`src/rtl/player_hit_detector_pkg.sv`:
```
// Shared game definitions: FSM states, screen geometry, coordinate width and
// default sprite sizes used by the position stage, hit detector and renderer.
package player_hit_detector_pkg;

  localparam int COORD_W      = 10;
  localparam int EXT_W        = COORD_W + 1;
  localparam int SCREEN_W     = 640;
  localparam int SCREEN_H     = 480;
  localparam int SPRITE_W     = 32;
  localparam int SPRITE_H     = 32;
  localparam int PLAYER_Y_DEF = 400;
  localparam int LIVES_W      = 3;
  localparam int INVULN_W     = 8;

  typedef enum logic [1:0] {
    IDLE      = 2'd0,
    SCAN      = 2'd1,
    RESOLVE   = 2'd2,
    GAME_OVER = 2'd3
  } game_state_e;

  // Far edge of a box, widened by one bit so edges near 1023 never wrap.
  function automatic logic [EXT_W-1:0] far_edge(input logic [COORD_W-1:0] c,
                                                input int unsigned sz);
    return {1'b0, c} + EXT_W'(sz);
  endfunction

endpackage

```
`src/rtl/player_hit_detector_box_overlap.sv`:
```
// Purely combinational axis-aligned bounding-box test between box A and box B.
// Strict inequalities: boxes that only share an edge do not overlap.
module box_overlap
  import player_hit_detector_pkg::*;
#(
  parameter int unsigned A_W = SPRITE_W,
  parameter int unsigned A_H = SPRITE_H,
  parameter int unsigned B_W = SPRITE_W,
  parameter int unsigned B_H = SPRITE_H
) (
  input  logic [COORD_W-1:0] ax,
  input  logic [COORD_W-1:0] ay,
  input  logic [COORD_W-1:0] bx,
  input  logic [COORD_W-1:0] by,
  output logic               overlap
);

  logic x_lo_s;
  logic x_hi_s;
  logic y_lo_s;
  logic y_hi_s;

  // Four edge comparisons, all done in the widened coordinate space.
  always_comb begin
    x_lo_s  = ({1'b0, ax} < far_edge(bx, B_W));
    x_hi_s  = ({1'b0, bx} < far_edge(ax, A_W));
    y_lo_s  = ({1'b0, ay} < far_edge(by, B_H));
    y_hi_s  = ({1'b0, by} < far_edge(ay, A_H));
    overlap = x_lo_s && x_hi_s && y_lo_s && y_hi_s;
  end

endmodule

```
`src/rtl/player_hit_detector.sv`:
```
// Per-frame player/obstacle collision detector with lives, post-hit
// invulnerability and game-over handling.
module player_hit_detector
  import player_hit_detector_pkg::*;
#(
  parameter int PLAYER_Y      = PLAYER_Y_DEF,
  parameter int PLAYER_W      = SPRITE_W,
  parameter int PLAYER_H      = SPRITE_H,
  parameter int OBS_W         = SPRITE_W,
  parameter int OBS_H         = SPRITE_H,
  parameter int LIVES         = 3,
  parameter int INVULN_FRAMES = 60
) (
  input  logic               clk,
  input  logic               rst_n,
  input  logic               frame_tick,
  input  logic               restart,
  input  logic [COORD_W-1:0] player_x,
  input  logic               obs_valid,
  output logic               obs_ready,
  input  logic [COORD_W-1:0] obs_x,
  input  logic [COORD_W-1:0] obs_y,
  input  logic               obs_last,
  output logic               hit,
  output logic [LIVES_W-1:0] lives,
  output logic               invuln,
  output logic               game_over,
  output logic               overrun
);

  localparam logic [COORD_W-1:0]  PLAYER_Y_C = COORD_W'(PLAYER_Y);
  localparam logic [LIVES_W-1:0]  LIVES_C    = LIVES_W'(LIVES);
  localparam logic [INVULN_W-1:0] INVULN_C   = INVULN_W'(INVULN_FRAMES);

  game_state_e          state_r;
  logic [COORD_W-1:0]   px_r;
  logic                 collide_r;
  logic [INVULN_W-1:0]  inv_cnt_r;
  logic [LIVES_W-1:0]   lives_r;
  logic                 hit_r;
  logic                 invuln_r;
  logic                 game_over_r;
  logic                 overrun_r;
  logic                 beat_s;
  logic                 overlap_s;

  box_overlap #(
    .A_W (PLAYER_W),
    .A_H (PLAYER_H),
    .B_W (OBS_W),
    .B_H (OBS_H)
  ) u_overlap (
    .ax      (px_r),
    .ay      (PLAYER_Y_C),
    .bx      (obs_x),
    .by      (obs_y),
    .overlap (overlap_s)
  );

  // Ready is a pure decode of the state register so it follows reset at once.
  assign obs_ready = (state_r == SCAN);
  assign beat_s    = obs_valid && obs_ready;

  assign hit       = hit_r;
  assign lives     = lives_r;
  assign invuln    = invuln_r;
  assign game_over = game_over_r;
  assign overrun   = overrun_r;

  // Game FSM: frame scan, hit resolution, lives/invulnerability bookkeeping.
  always_ff @(posedge clk or negedge rst_n) begin
    if (!rst_n) begin
      state_r     <= IDLE;
      px_r        <= {COORD_W{1'b0}};
      collide_r   <= 1'b0;
      inv_cnt_r   <= {INVULN_W{1'b0}};
      lives_r     <= LIVES_C;
      hit_r       <= 1'b0;
      invuln_r    <= 1'b0;
      game_over_r <= 1'b0;
      overrun_r   <= 1'b0;
    end else if (restart) begin
      state_r     <= IDLE;
      collide_r   <= 1'b0;
      inv_cnt_r   <= {INVULN_W{1'b0}};
      lives_r     <= LIVES_C;
      hit_r       <= 1'b0;
      invuln_r    <= 1'b0;
      game_over_r <= 1'b0;
      overrun_r   <= 1'b0;
    end else begin
      hit_r <= 1'b0;
      case (state_r)
        IDLE: begin
          if (frame_tick) begin
            px_r      <= player_x;
            collide_r <= 1'b0;
            state_r   <= SCAN;
            if (inv_cnt_r != {INVULN_W{1'b0}}) begin
              inv_cnt_r <= inv_cnt_r - 8'd1;
              invuln_r  <= (inv_cnt_r != 8'd1);
            end
          end
        end
        SCAN: begin
          if (frame_tick) begin
            overrun_r <= 1'b1;
          end
          if (beat_s) begin
            collide_r <= collide_r | overlap_s;
            if (obs_last) begin
              state_r <= RESOLVE;
            end
          end
        end
        RESOLVE: begin
          if (frame_tick) begin
            overrun_r <= 1'b1;
          end
          // A collision only costs a life when not already invulnerable.
          if (collide_r && (inv_cnt_r == {INVULN_W{1'b0}}) &&
              (lives_r != {LIVES_W{1'b0}})) begin
            hit_r     <= 1'b1;
            lives_r   <= lives_r - 3'd1;
            inv_cnt_r <= INVULN_C;
            invuln_r  <= (INVULN_C != {INVULN_W{1'b0}});
            if (lives_r == 3'd1) begin
              state_r     <= GAME_OVER;
              game_over_r <= 1'b1;
            end else begin
              state_r <= IDLE;
            end
          end else begin
            state_r <= IDLE;
          end
        end
        GAME_OVER: begin
          lives_r     <= {LIVES_W{1'b0}};
          game_over_r <= 1'b1;
        end
        default: begin
          state_r <= IDLE;
        end
      endcase
    end
  end

endmodule

```
`config.mk`:
```
export PLATFORM = sky130hd
export DESIGN_NAME = player_hit_detector
export DESIGN_NICKNAME = d
export VERILOG_FILES = /design/src/rtl/player_hit_detector_pkg.sv /design/src/rtl/player_hit_detector_box_overlap.sv /design/src/rtl/player_hit_detector.sv
export SDC_FILE = /design/constraint.sdc
export NUM_CORES = 1
export LEC_CHECK = 0
export ABC_AREA = 1
export CORE_MARGIN = 4
export CORE_UTILIZATION = 55
export DETAILED_ROUTE_END_ITERATION = 8
export GPL_TIMING_DRIVEN = 0
export PLACE_DENSITY_LB_ADDON = 0.15
export SYNTH_ARGS = -nofsm -noshare
export SYNTH_HDL_FRONTEND = slang
export SYNTH_SLANG_ARGS = --single-unit
```
`constraint.sdc`:
```
create_clock -name clk -period 2.8 [get_ports clk]
set_input_delay 0.56 -clock clk [delete_from_list [all_inputs] [get_ports clk]]
set_output_delay 0.56 -clock clk [all_outputs]
set_load 0.05 [all_outputs]
```
==> metrics.md <==
| Metric | Value |
|---|---|
| CP Data Required Time | `2.24 ns` |
| Final max-slew violation count | `0` |
| Async SR Flop Fraction | `100%` |
| Die area | `0.00492 mm²` |
| Count leader, synth | `nand2_1` |
| Die height | `70.1 µm` |
| Clock slew seen by the registers of the worst setup and hold paths | `0.10 ns` |
| Fmax | `0.426 GHz` |
| Vias | `1878` |
| Hold-fix buffers, CTS | `0` |
| Pre-antenna DRT Iters | `4` |
| Pin count of the biggest net entering global routing | `29` |
| Post-synth EDFFs | `0` |
| CP Data Arrival Time | `1.79 ns` |
| Total CTS buffers | `3` |
| CP Launch Type | `flop` |
| Placement Cell Area | `0.00261 mm²` |
| Min Tclk post-route | `2.35 ns` |
| Static Leakage | `1.32 nW` |
| Main flop type after synthesis | `dfrtp_1` |
| DPL Wire Length | `3.58 mm` |
| Diodes inserted | `0` |
| CTS root buf | `clkbuf_8` |
| Vias in the first global route | `1814` |
| Syn Area/Cell | `7.77 µm²` |
| Synth area leaders | `dfrtp_1 31%, ha_1 17%, nand2_1 9.2%` |
| Share of cells above drive strength 1 | `7.50%` |
| PostCTS Resize Cnt | `0` |
| Tcrit/Tclk final | `83.8%` |
| Die span in x | `70.1 µm` |
| Worst hold-check path type | `flop to flop` |
| Drt drc | `0` |
| Final ANT Viol Nets | `0` |
| CTS tree | `done` |
| P&R area growth vs syn | `25.2%` |
| Routability Congestion | `0.879` |
| Antenna violations before repair | `0` |
| Wirelength, routed | `4.40 mm` |
| Critical path endpoint category | `output pin` |
| Setup violators final | `0` |
| Power density cells | `844 mW/mm²` |
| Post-synth top area cell | `dfrtp_1` |
| Via density | `5.10` |
| IO Port Bufs | `43` |
| Flops & latches, synth | `28` |
| Yosys top cell area share | `30.7%` |
| CP max FO | `3` |
| Worst clock skew | `0.0106 ns` |
| Hold slack | `0.494 ns` |
| H-tree depth | `1` |
| Global-route wire length before repair | `7.52 mm` |
| Design area | `0.00266 mm²` |
| I/O pin total | `44` |
| Total power | `2.24 mW` |
| Status | `finished, final reports clean` |
| Setup TNS | `0 ns` |
| Initial Util | `57.5%` |
| Core area | `0.00369 mm²` |
| GRT Residual Overflow | `0` |
| GRT Total Usage | `18.2%` |
| Most frequent cells after synthesis | `52 x nand2_1, 39 x inv_1, 28 x ha_1, 28 x nor2_1, 26 x dfrtp_1` |
| Crit Path Category | `flop to output pin` |
| Slew HR | `19.1%` |
| Syn Inst Count | `273` |
| TritonCTS Sinks | `28` |
| Net count after synthesis | `337` |
| Sequential area share after synthesis | `33.1%` |
| Max-cap violations | `0` |
| Synth cell types | `29` |
| Routed len/inst | `12.0 µm` |
| Worst-case clock buffer depth | `2` |
| Nets | `385` |
| # Post-CTS Setup Buffers | `0` |
| Final hold violation count | `0` |
| Num rows | `22` |
| Initial DRC count | `85` |
| Yosys Warn Count | `0` |
| Peak VDD IR | `0.000482 V` |
| Skew-Pair Late Insertion Delay | `0.27 ns` |
| Actual slew at the worst max-slew pin | `1.21 ns` |
| RSZ-0062 raised after global routing | `no` |
| Mapped Area | `0.00212 mm²` |
-- worst max-delay path, cell delays in order (launching register included) --
cell	delay (ns)
dfrtp_1	0.41
inv_1	0.10
ha_1	0.19
clkdlybuf4s50_1	0.81
-- where the power goes --
part | leakage, nW | internal, mW | switching [mW] | total (mW)
clock network | 0.0228 | 0.102 | 0.118 | 0.220
registers | 0.344 | 0.557 | 0.136 | 0.693
logic | 0.951 | 0.551 | 0.778 | 1.33
total | 1.32 | 1.21 | 1.03 | 2.24
-- through the flow --
step / utilization [%] / worst slack, ns / std cells
floorplan: - / 1.00 / 273
global placement: 70.8 / 0.370 / 364
detailed placement: 70.8 / 0.314 / 364
CTS: 72.0 / 0.445 / 368
global route: 72.0 / 0.372 / 368
finish: 72.0 / 0.454 / 368
-- flip-flops by register name, summed over array words and instances (netlist names) --
signal	count
collide_r	1
game_over	1
hit	1
inv_cnt_r	8
invuln	1
lives	3
overrun	1
px_r	10
state_r	2
-- path summary, 6_finish.rpt --
path,startpoint,to,slack [ns],depth (start not counted)
setup / recovery,state_r[1],obs_ready,0.45,3
hold / removal,invuln,invuln,0.49,2
setup reg to reg,state_r[0],state_r[1],1.00,8
hold reg to reg,invuln,invuln,0.49,2
max in group asynchronous,rst_n,px_r[0],1.15,1
min in group asynchronous,rst_n,inv_cnt_r[2],0.92,1
-- per-layer routing --
| metal | GRT usage [%] | vias to the layer above | share of wire (%) |
|---|---|---|---|
| li1 | - | 984 | - |
| met1 | 23.8 | 837 | 47 |
| met2 | 31.2 | 50 | 47 |
| met3 | 3.31 | 7 | 5.5 |
| met4 | 4.47 | 0 | 0.84 |
| met5 | 0 | - | 0 |
-- kinds of logic after synthesis --
| logic type | after synthesis | share of synthesized area [%] |
|---|---|---|
| flops | 28 | 33.1 |
| simple gates | 112 | 23.5 |
| fa+ha+maj | 28 | 16.5 |
| compound gates | 48 | 12.6 |
| mux | 4 | 2.12 |
| buf+inv | 44 | 8.43 |
| xor+xnor | 9 | 3.71 |
-- layout by cell type, fill, tap and decap left out --
| cell | synthesis | routed |
|---|---|---|
| a21oi_1 | 22 | 22 |
| buf_2 | 2 | 2 |
| buf_6 | 1 | 1 |
| clkbuf_1 | 0 | 1 |
| clkbuf_4 | 1 | 1 |
| clkbuf_8 | 0 | 3 |
| clkdlybuf4s50_1 | 0 | 43 |
| clkinv_1 | 1 | 1 |
| dfrtp_1 | 26 | 26 |
| dfstp_2 | 2 | 2 |
| ha_1 | 28 | 28 |
| inv_1 | 39 | 39 |
| mux2_2 | 4 | 4 |
| nand2_1 | 52 | 52 |
| nand2_2 | 3 | 3 |
| nand2_4 | 1 | 1 |
| nand3_1 | 16 | 16 |
| nand3_2 | 1 | 1 |
| nand3b_1 | 2 | 2 |
| nand4_1 | 4 | 4 |
| nor2_1 | 28 | 28 |
| nor2_4 | 2 | 2 |
| nor3_1 | 2 | 2 |
| o21a_1 | 1 | 1 |
| o21ai_0 | 14 | 14 |
| o21ai_1 | 2 | 2 |
| o21ai_2 | 3 | 3 |
| o22ai_1 | 2 | 2 |
| o31ai_1 | 4 | 4 |
| or2_2 | 1 | 1 |
| xnor2_1 | 3 | 3 |
| xor2_1 | 6 | 6 |
-- layout make-up --
type	count	area [µm²]
inverters	40	150
flip-flops and latches	28	703
multi-input cells	201	1240
clock buffers	4	45.0
fillers	315	1030
well taps	48	60.1
plain buffers	4	28.8
repair buffers	43	430
(Power assumes the default switching activity.)
